===== src/rtl/n2tmux_arb_if.sv =====
// Handshake bundle for n2tmux_arb: N request channels in, one registered word out.
// The master side drives requests and out_ready; the slave side is the mux.
interface n2tmux_arb_if #(
  parameter int WIDTH    = 16,
  parameter int CHANNELS = 4
);
  localparam int SEL_W = $clog2(CHANNELS);

  logic                      mode;
  logic [SEL_W-1:0]          sel;
  logic [CHANNELS-1:0]       in_valid;
  logic [CHANNELS-1:0]       in_ready;
  logic [CHANNELS*WIDTH-1:0] in_data;
  logic                      out_valid;
  logic                      out_ready;
  logic [WIDTH-1:0]          out_data;
  logic [SEL_W-1:0]          out_chan;

  modport master (
    output mode, sel, in_valid, in_data, out_ready,
    input  in_ready, out_valid, out_data, out_chan
  );

  modport slave (
    input  mode, sel, in_valid, in_data, out_ready,
    output in_ready, out_valid, out_data, out_chan
  );
endinterface


===== src/rtl/n2tmux_arb.sv =====
// Registered N:1 mux with explicit-select or round-robin grant.
// One output word register with a valid/ready handshake on both sides.
module n2tmux_arb #(
  parameter int WIDTH    = 16,
  parameter int CHANNELS = 4
) (
  input logic         clk,
  input logic         reset_n,
  n2tmux_arb_if.slave bus
);
  localparam int SEL_W = $clog2(CHANNELS);
  localparam logic [SEL_W-1:0] LAST = SEL_W'(CHANNELS - 1);

  logic [SEL_W-1:0]    rr_ptr;
  logic [SEL_W-1:0]    gnt;
  logic                gnt_vld;
  logic                can_accept;
  logic [CHANNELS-1:0] ready;
  logic                valid_q;
  logic [WIDTH-1:0]    data_q;
  logic [SEL_W-1:0]    chan_q;
  logic [WIDTH-1:0]    word;

  // Gating with reset_n keeps every in_ready low while reset is held.
  assign can_accept = reset_n && (!valid_q || bus.out_ready);

  always_comb begin
    logic [SEL_W-1:0] idx;
    gnt     = '0;
    gnt_vld = 1'b0;
    idx     = rr_ptr;
    if (!bus.mode) begin
      if (int'(bus.sel) < CHANNELS && bus.in_valid[bus.sel]) begin
        gnt     = bus.sel;
        gnt_vld = 1'b1;
      end
    end else begin
      for (int k = 0; k < CHANNELS; k++) begin
        idx = (idx == LAST) ? '0 : idx + SEL_W'(1);
        if (!gnt_vld && bus.in_valid[idx]) begin
          gnt     = idx;
          gnt_vld = 1'b1;
        end
      end
    end
  end

  always_comb begin
    ready = '0;
    for (int i = 0; i < CHANNELS; i++) begin
      ready[i] = can_accept && gnt_vld && (gnt == SEL_W'(i));
    end
  end

  assign word = bus.in_data[gnt*WIDTH +: WIDTH];

  always_ff @(posedge clk or negedge reset_n) begin
    if (!reset_n) begin
      valid_q <= 1'b0;
      data_q  <= '0;
      chan_q  <= '0;
      rr_ptr  <= LAST;
    end else if (can_accept) begin
      valid_q <= gnt_vld;
      if (gnt_vld) begin
        data_q <= word;
        chan_q <= gnt;
        if (bus.mode) rr_ptr <= gnt;
      end
    end
  end

  assign bus.in_ready  = ready;
  assign bus.out_valid = valid_q;
  assign bus.out_data  = data_q;
  assign bus.out_chan  = chan_q;
endmodule

===== src/flat_wrapper.sv =====
// flat-port wrapper written by rule: the top's interface ports become plain ports
module n2tmux_arb_flat 
#(
  parameter int WIDTH    = 16,
  parameter int CHANNELS = 4
)
  (clk, reset_n, bus_mode, bus_sel, bus_in_valid, bus_in_data, bus_out_ready, bus_in_ready, bus_out_valid, bus_out_data, bus_out_chan);
  n2tmux_arb_if #(.WIDTH(WIDTH), .CHANNELS(CHANNELS)) bus_i ();
  input logic clk;
  input logic reset_n;
  input wire logic [$bits(bus_i.mode)-1:0] bus_mode;
  input wire logic [$bits(bus_i.sel)-1:0] bus_sel;
  input wire logic [$bits(bus_i.in_valid)-1:0] bus_in_valid;
  input wire logic [$bits(bus_i.in_data)-1:0] bus_in_data;
  input wire logic [$bits(bus_i.out_ready)-1:0] bus_out_ready;
  output wire logic [$bits(bus_i.in_ready)-1:0] bus_in_ready;
  output wire logic [$bits(bus_i.out_valid)-1:0] bus_out_valid;
  output wire logic [$bits(bus_i.out_data)-1:0] bus_out_data;
  output wire logic [$bits(bus_i.out_chan)-1:0] bus_out_chan;
  assign bus_i.mode = bus_mode;
  assign bus_i.sel = bus_sel;
  assign bus_i.in_valid = bus_in_valid;
  assign bus_i.in_data = bus_in_data;
  assign bus_i.out_ready = bus_out_ready;
  assign bus_in_ready = bus_i.in_ready;
  assign bus_out_valid = bus_i.out_valid;
  assign bus_out_data = bus_i.out_data;
  assign bus_out_chan = bus_i.out_chan;
  n2tmux_arb #(.WIDTH(WIDTH), .CHANNELS(CHANNELS)) u_core (.clk(clk), .reset_n(reset_n), .bus(bus_i));
endmodule

===== config.mk =====
export PLATFORM = sky130hd
export DESIGN_NAME = n2tmux_arb_flat
export DESIGN_NICKNAME = d
export VERILOG_FILES = /design/src/rtl/n2tmux_arb_if.sv /design/src/rtl/n2tmux_arb.sv /design/src/flat_wrapper.sv
export SDC_FILE = /design/constraint.sdc
export NUM_CORES = 1
export LEC_CHECK = 0
export CORE_MARGIN = 10
export CORE_UTILIZATION = 40
export CTS_CLUSTER_SIZE = 28
export DETAILED_ROUTE_END_ITERATION = 10
export MAX_ROUTING_LAYER = met4
export PLACE_DENSITY = 0.93
export SLEW_MARGIN = 30
export SYNTH_ARGS = -nofsm -noshare
export SYNTH_HDL_FRONTEND = slang
export SYNTH_SLANG_ARGS = --single-unit

===== constraint.sdc =====
create_clock -name clk -period 6.54 [get_ports clk]
set_input_delay 1.635 -clock clk [delete_from_list [all_inputs] [get_ports clk]]
set_output_delay 1.635 -clock clk [all_outputs]
set_load 0.02 [all_outputs]

## Word-level counts from Yosys, hierarchy flattened

Index checks and enable logic that the tools add are counted.

| operators by class | value |
|---|---|
| reductions and logical operators | 17 |
| magnitude comparators | 5 |
| equal/unequal tests | 7 |
| $add $sub $neg | 4 |
| shift operators | 1 |
| multiplexer cells | 29 |

Operator list:

| cell | number |
|---|---|
| 64-bit by 7-bit variable part select with 16-bit output | 1 |
| 2-bit 2-to-1 mux | 10 |
| 2-bit by 3-bit < comparator with 1-bit output, second input constant | 5 |
| 1-bit 2-to-1 mux | 14 |
| 2-bit == test, second input constant | 6 |
| 1-bit binary-select mux with 2-bit select | 5 |
| 1-bit logical AND | 9 |
| 2-bit by 1-bit adder with 2-bit output, second input constant | 4 |
| 1-bit logical NOT | 4 |
| 3-bit AND reduction | 1 |
| 2-bit by 1-bit == test with 1-bit output, second input constant | 1 |
| 2-bit logical NOT | 1 |
| 2-bit AND reduction | 1 |
| 1-bit logical OR | 1 |

| storage, ports and cells | value |
|---|---|
| flip-flop bits (word level) | 21 |
| word-level logic and storage cells | 67 |
| bits of input ports | 74 |
| output and inout bits | 23 |

## Longest topological paths before layout

Gate-level depths: netlist (run 1).

| logic depth | value |
|---|---|
| depth after elaboration | 20 |
| depth in mapped cells | 7 |
| mapped depth without buffers | 6 |

## Worst setup path after synthesis (run 1)

No wires, ideal clock.

| timing path | value |
|---|---|
| path type | input to output |
| start point | input port bus_in_valid[0] |
| end point | output port bus_in_ready[0] |
| required time | 4905 ps |
| path buffers | 1 |
| data arrival time | 3025 ps |
| setup slack | 1880 ps |
| stages on the path | 5 |
| cells stage by stage | nand2_1 -> a311o_1 -> a31o_2 -> buf_4 -> nor3_1 |

| between the ends | value |
|---|---|
| longest elaborated chain between the ends | 18 |
| elaborated cells between the ends (all ways) | 34 |
| classes of those cells | mux: 25; reduce/logical: 9 |

Ends and longest elaborated chain:

| what | line | text |
|---|---|---|
| start, declared | flat_wrapper.sv:13 | `input wire logic [$bits(bus_i.in_valid)-1:0] bus_in_valid;` |
| 1-bit binary-select mux with 2-bit select | n2tmux_arb.sv:40 | `if (!gnt_vld && bus.in_valid[idx]) begin` |
| 1-bit 2-to-1 mux (implied by the code) | n2tmux_arb.sv:40 |  |
| 1-bit 2-to-1 mux | n2tmux_arb.sv:40 |  |
| 1-bit 2-to-1 mux | n2tmux_arb.sv:32 | `if (!bus.mode) begin` |
| 1-bit logical NOT | n2tmux_arb.sv:40 |  |
| 1-bit logical AND | n2tmux_arb.sv:40 |  |
| 1-bit 2-to-1 mux | n2tmux_arb.sv:40 |  |
| 1-bit 2-to-1 mux | n2tmux_arb.sv:32 |  |
| [2 not listed] | -- |  |
| 1-bit 2-to-1 mux | n2tmux_arb.sv:40 |  |
| 1-bit 2-to-1 mux | n2tmux_arb.sv:32 |  |
| 1-bit logical NOT | n2tmux_arb.sv:40 |  |
| 1-bit logical AND | n2tmux_arb.sv:40 |  |
| 2-bit 2-to-1 mux or 1-bit 2-to-1 mux (tied branches) | n2tmux_arb.sv:40 |  |
| 2-bit 2-to-1 mux or 1-bit 2-to-1 mux (tied branches) | n2tmux_arb.sv:32 |  |
| 2-bit logical NOT or 1-bit logical AND (tied branches) | n2tmux_arb.sv:51 | `ready[i] = can_accept && gnt_vld && (gnt == SEL_W'(i));` |
| 1-bit logical AND * | n2tmux_arb.sv:51 |  |
| end, declared | flat_wrapper.sv:16 | `output wire logic [$bits(bus_i.in_ready)-1:0] bus_in_ready;` |

Every way passes the cells marked *; elsewhere a longest branch is shown, timed or not. The select of a mux whose other input is x is not followed.

## Worst setup path in the final report (run 1)

| timing path | value |
|---|---|
| start point | input port bus_in_valid[2] |
| end point | output port bus_in_ready[2] |

| between the ends | value |
|---|---|
| longest elaborated chain between the ends | 18 |
| elaborated cells between the ends (all ways) | 34 |
| classes of those cells | eq/ne: 1; mux: 25; reduce/logical: 8 |

Ends and longest elaborated chain:

| what | line |
|---|---|
| 1-bit binary-select mux with 2-bit select | n2tmux_arb.sv:40 |
| 1-bit 2-to-1 mux (implied by the code) | n2tmux_arb.sv:40 |
| 1-bit 2-to-1 mux | n2tmux_arb.sv:40 |
| 1-bit 2-to-1 mux | n2tmux_arb.sv:32 |
| 1-bit logical NOT | n2tmux_arb.sv:40 |
| 1-bit logical AND | n2tmux_arb.sv:40 |
| 1-bit 2-to-1 mux | n2tmux_arb.sv:40 |
| 1-bit 2-to-1 mux | n2tmux_arb.sv:32 |
| [2 not listed] | -- |
| 1-bit 2-to-1 mux | n2tmux_arb.sv:40 |
| 1-bit 2-to-1 mux | n2tmux_arb.sv:32 |
| 1-bit logical NOT | n2tmux_arb.sv:40 |
| 1-bit logical AND | n2tmux_arb.sv:40 |
| 2-bit 2-to-1 mux or 1-bit 2-to-1 mux (tied branches) | n2tmux_arb.sv:40 |
| 2-bit 2-to-1 mux or 1-bit 2-to-1 mux (tied branches) | n2tmux_arb.sv:32 |
| 2-bit == test or 1-bit logical AND (tied branches) | n2tmux_arb.sv:51 |
| 1-bit logical AND * | n2tmux_arb.sv:51 |

Marks and branches as above.

==> flow_metrics.env, run 1 <==
export IMPL_highest_layer="met4"
export IMPL_synth_edf_count=0
export IMPL_synth_distinct_cells=35
export IMPL_numClockSinks=21
export IMPL_die_area_mm2=0.00698
export IMPL_cp_arrival_ns=4.28
export IMPL_synth_warnings=0
export IMPL_yosys_area_top_type="dfrtp_1"
export IMPL_max_freq_mhz=169
export IMPL_num_vias=1763
export IMPL_design_power_total_uw=733
export IMPL_ctsHoldBuffers=0
export IMPL_gr_total_overflow=0
export IMPL_synthFlopType="dfrtp_1"
export IMPL_drt_pass1_iterations=4
export IMPL_wirelength_met1_mm=2.63
export IMPL_syn_inst=161
export IMPL_hold_path_class="flop to flop"
export IMPL_ant_nets=0
export IMPL_synth_fp_nets=236
export IMPL_rows=23
export IMPL_layout_worst_path_cycle_share=0.905
export IMPL_avgSynthCellArea_um2=10.0
export IMPL_die_h_um=83.5
export IMPL_synth_area_leaders="dfrtp_1, mux2i_1, o311a_1"
export IMPL_final_util=0.673
export IMPL_drc_errors=0
export IMPL_dr_wl_met3_um=245
export IMPL_routedWlPerCell_um=20.1
export IMPL_cts_buffers=3
export IMPL_finalSetupTns_ns=0
export IMPL_critical_path_max_fanout=19
export IMPL_ys_seq_area_frac=0.327
export IMPL_grt_pass1_wl_mm=9.71
export IMPL_synth_top_area_frac=0.294
export IMPL_clk_latency_ns=0.26
export IMPL_dp_final_hpwl_mm=4.82
export IMPL_power_density_mw_per_mm2=276
export IMPL_p_leak_uw=0.00103
export IMPL_die_w_um=83.5
export IMPL_initial_core_util=0.410
export IMPL_grt_start_max_net_pins=22
export IMPL_port_buffers=96
export IMPL_synthToLayoutAreaGrowth_pct=64.3
export IMPL_multi_input_area_mm2=0.00101
export IMPL_relSlewSlack=0.413
export IMPL_cts_tree="built"
export IMPL_fin_nets=329
export IMPL_maxCapViolCount=0
export IMPL_cts_root_buf="clkbuf_8"
export IMPL_clk_path_buf_depth=2
export IMPL_post_cts_buffers=0
export IMPL_synthArstFlopShare=1.00
export IMPL_finalSetupViolCount=0
export IMPL_cp_data_required_time_ns=4.91
export IMPL_drt_iter0_markers=111
export IMPL_cts_clk_slew_worst_paths_ns=0.08
export IMPL_slew_viol_final=0
export IMPL_yosys_register_bits=21
export IMPL_routed_wl_mm=6.08
export IMPL_hold_viol_final=0
export IMPL_ctsResizeCount=0
export IMPL_track_usage=0.168
export IMPL_ir_drop_uv=145
export IMPL_gp_congestion=0.932
export IMPL_num_antenna_cells=0
export IMPL_tightest_slew_ns=0.880
export IMPL_n_fill_cell=317
export IMPL_fin_worst_skew_ns=0.00387
export IMPL_ff_latch_area_um2=528
export IMPL_period_needed_ns=5.92
export IMPL_antenna_found_initial=0
export IMPL_via_per_inst=5.82
export IMPL_outcome="finished clean"
export IMPL_hold_ws_ns=0.517
export IMPL_netlist_area_mm2=0.00162
export IMPL_path_class="primary input to output port"
export IMPL_wl_met2_mm=3.14
export IMPL_io_pins=97
export IMPL_rsz0062_at_grt="false"
export IMPL_worst_setup_path_end_kind="output port"
export IMPL_final_layout_size_suffix_gt1_frac=0.119
export IMPL_start_kind="primary input"
export IMPL_coreArea_mm2=0.00394
export IMPL_cts_htree_levels=1
export IMPL_grt_pass1_vias=1870
[where the power goes]
group | internal, uW | switching [uW]
clock network | 43.4 | 42.9
registers | 181 | 29.0
logic | 206 | 230
[kinds of logic after synthesis]
family | after synthesis | share of synthesized area
simple gates | 40 | 0.111
mux | 18 | 0.112
compound gates | 66 | 0.394
fa+ha+maj | 1 | 0.00774
flops | 21 | 0.327
buf+inv | 15 | 0.0480
[final cells by class]
cell class	count	share of cell area
Multi-Input combinational cell	125	0.381
Tap cell	50	0.0236
Clock buffer	4	0.0170
Inverter	2	0.00283
Timing Repair Buffer	101	0.376
Sequential cell	21	0.199
[layout by cell type, fill, tap and decap left out, types with 2 or more instances in the layout]
| cell type | n |
|---|---|
| clkdlybuf4s50_1 | 96 |
| nor2_1 | 23 |
| dfrtp_1 | 19 |
| mux2i_1 | 17 |
| o311a_1 | 16 |
| a211oi_1 | 15 |
| a2111oi_0 | 9 |
| nand2_1 | 7 |
| a2111oi_2 | 7 |
| buf_4 | 5 |
| nor3_1 | 4 |
| nand2b_1 | 3 |
| clkbuf_8 | 3 |
| o21a_1 | 2 |
| inv_1 | 2 |
| o21ai_0 | 2 |
| a21oi_1 | 2 |
| dfstp_2 | 2 |
[registers in the layout (all words and copies together), names as in the netlist]
name / count
u_core.bus.out_chan: 2
u_core.rr_ptr: 2
u_core.bus.out_valid: 1
u_core.bus.out_data: 16
[path summary, 6_finish.rpt]
kind,startpoint,to,slack [ns],cells after the start
min reg2reg,u_core.bus.out_chan[0],u_core.bus.out_chan[0],0.52,2
max,bus_in_valid[2],bus_in_ready[2],0.62,6
min in group asynchronous,reset_n,u_core.bus.out_data[2],1.86,2
max reg2reg,u_core.rr_ptr[0],u_core.bus.out_data[14],3.59,7
max in group asynchronous,reset_n,u_core.rr_ptr[0],4.40,2
min,u_core.bus.out_chan[0],u_core.bus.out_chan[0],0.52,2
[Yosys cell counts (3+ instances only)]
cell type / number
nor2_1: 24
dfrtp_1: 19
mux2i_1: 17
o311a_1: 16
a211oi_1: 15
a2111oi_0: 9
a2111oi_2: 7
nand2_1: 7
buf_2: 5
buf_4: 4
clkbuf_1: 4
nor3_1: 4
nand2b_1: 3
[through the flow]
step	setup WS (ns)	cells	instance area, um2
6_report	0.622	303	2650
5_1_grt	0.398	303	2650
4_1_cts	0.657	303	2650
3_5_place_dp	0.665	299	2610
3_3_place_gp	0.797	299	2610
2_1_floorplan	1.88	161	1620
[metal layers]
layer / vias up / global-route usage
li1: 839 / -
met1: 845 / 0.198
met2: 73 / 0.291
met3: 6 / 0.0303
met4: 0 / 0.0350
met5: - / -
[worst max-delay path: stages]
cell and delay, ns:
clkdlybuf4s50_1 0.60, nand2b_1 0.11, a21oi_2 0.66, o31ai_4 0.34, nor3_1 0.27, clkdlybuf4s50_1 0.66
Note: power is estimated with default switching activity, not from simulation.
==> run 2, diff against run 1 <==
- MAX_ROUTING_LAYER: met4 -> default
==> run 2 against run 1 <==
Critical path depth did not move. Combinational power barely moved. Non-clock buffer count unchanged. Clock power about the same. Worst hold slack gained 0.0023 ns. Routed wire length down 0.30%. First-iteration DRC count shrank 6.3%. Cell count unchanged. Power barely moved.
==> flow_metrics.env, run 2 (synthesized netlist as in run 1, its figures left out) <==
export IMPL_outcome="finished clean"
export IMPL_tightest_slew_ns=0.874
export IMPL_routedWlPerCell_um=20.0
export IMPL_layout_worst_path_cycle_share=0.907
export IMPL_path_class="primary input to output port"
export IMPL_synthToLayoutAreaGrowth_pct=64.3
export IMPL_drc_errors=0
export IMPL_dp_final_hpwl_mm=4.82
export IMPL_gr_total_overflow=0
export IMPL_relSlewSlack=0.417
export IMPL_post_cts_buffers=0
export IMPL_hold_path_class="flop to flop"
export IMPL_hold_viol_final=0
export IMPL_power_density_mw_per_mm2=276
export IMPL_die_h_um=83.5
export IMPL_final_layout_size_suffix_gt1_frac=0.119
export IMPL_cts_clk_slew_worst_paths_ns=0.08
export IMPL_n_fill_cell=317
export IMPL_largest_reg_flops=16
export IMPL_numClockSinks=21
export IMPL_ctsResizeCount=0
export IMPL_layout_common_cells="clkdlybuf4s50_1, nor2_1, dfrtp_1"
export IMPL_via_per_inst=5.77
export IMPL_maxCapViolCount=0
export IMPL_grt_pass1_vias=1862
export IMPL_cts_buffers=3
export IMPL_cp_arrival_ns=4.29
export IMPL_fin_area_mm2=0.00265
export IMPL_p_sw_uw=302
export IMPL_max_freq_mhz=169
export IMPL_multi_input_area_mm2=0.00101
export IMPL_finalSetupViolCount=0
export IMPL_design_power_total_uw=733
export IMPL_die_w_um=83.5
export IMPL_p_sw_frac=0.412
export IMPL_power_frac_seq=0.287
export IMPL_cts_htree_levels=1
export IMPL_ctsHoldBuffers=0
export IMPL_cts_root_buf="clkbuf_8"
export IMPL_clk_latency_ns=0.26
export IMPL_rsz0062_at_grt="false"
export IMPL_grt_start_max_net_pins=22
export IMPL_hold_ws_ns=0.519
export IMPL_num_vias=1747
export IMPL_placed_cell_area_mm2=0.00261
export IMPL_io_pins=97
export IMPL_initial_core_util=0.410
export IMPL_worst_setup_path_end_kind="output port"
export IMPL_mostFrequentLayoutCell="clkdlybuf4s50_1"
export IMPL_routed_wl_mm=6.06
export IMPL_drt_iter0_markers=104
export IMPL_p_leak_uw=0.00103
export IMPL_start_kind="primary input"
export IMPL_drt_pass1_iterations=4
export IMPL_gp_congestion=0.917
export IMPL_die_area_mm2=0.00698
export IMPL_cts_tree="built"
export IMPL_critical_path_max_fanout=19
export IMPL_num_antenna_cells=0
export IMPL_ff_latch_area_um2=528
export IMPL_grt_pass1_wl_mm=9.74
export IMPL_ir_drop_uv=145
export IMPL_port_buffers=96
export IMPL_finalSetupTns_ns=0
export IMPL_antenna_found_initial=0
export IMPL_share_clk_of_total_power=0.118
export IMPL_fin_worst_skew_ns=0.00434
export IMPL_pwr_share_comb=0.595
export IMPL_ant_nets=0
export IMPL_coreArea_mm2=0.00394
export IMPL_rows=23
export IMPL_fin_nets=329
export IMPL_period_needed_ns=5.93
export IMPL_cp_data_required_time_ns=4.91
export IMPL_clk_path_buf_depth=2
export IMPL_track_usage=0.164
export IMPL_final_util=0.673
export IMPL_slew_viol_final=0
export IMPL_intPower_uw=431
run 2: routing by layer:
layer,vias up,GRT usage,share of wire
li1,838,-,-
met1,830,0.187,0.41
met2,73,0.292,0.52
met3,6,0.0488,0.065
met4,0,0.0350,0.0091
met5,-,0,0
run 2: cell type report:
cell class,count,share of cell area
clock buffer,4,0.0170
inverter,2,0.00283
timing repair buffer,101,0.376
tap,50,0.0236
multi-input combinational,125,0.381
sequential,21,0.199
run 2: power by group through the flow:
stage | combinational [uW] | clock, uW | sequential, uW
after CTS | 439 | 87.9 | 210
after global placement | 427 | 0 | 209
after detailed placement | 437 | 0 | 213
after floorplan | 190 | 0 | 266
final | 436 | 86.5 | 210
after global routing | 469 | 93.8 | 216
run 2: stage by stage:
| step | std cells | setup WS (ns) |
|---|---|---|
| 2_1_floorplan | 161 | 1.88 |
| 3_3_place_gp | 299 | 0.797 |
| 3_5_place_dp | 299 | 0.665 |
| 4_1_cts | 303 | 0.657 |
| 5_1_grt | 303 | 0.398 |
| 6_report | 303 | 0.611 |
run 2: critical path: stages:
cell and delay [ns]:
clkdlybuf4s50_1 0.60, nand2b_1 0.11, a21oi_2 0.67, o31ai_4 0.34, nor3_1 0.28, clkdlybuf4s50_1 0.66
run 2: final timing paths:
check / startpoint / endpoint / slack [ns] / depth (start not counted)
max: bus_in_valid[2] / bus_in_ready[2] / 0.61 / 6
min: u_core.rr_ptr[1] / u_core.rr_ptr[1] / 0.52 / 2
max reg2reg: u_core.rr_ptr[0] / u_core.bus.out_data[14] / 3.57 / 7
min reg2reg: u_core.rr_ptr[1] / u_core.rr_ptr[1] / 0.52 / 2
max in group asynchronous: reset_n / u_core.rr_ptr[0] / 4.40 / 2
min in group asynchronous: reset_n / u_core.bus.out_data[2] / 1.85 / 2
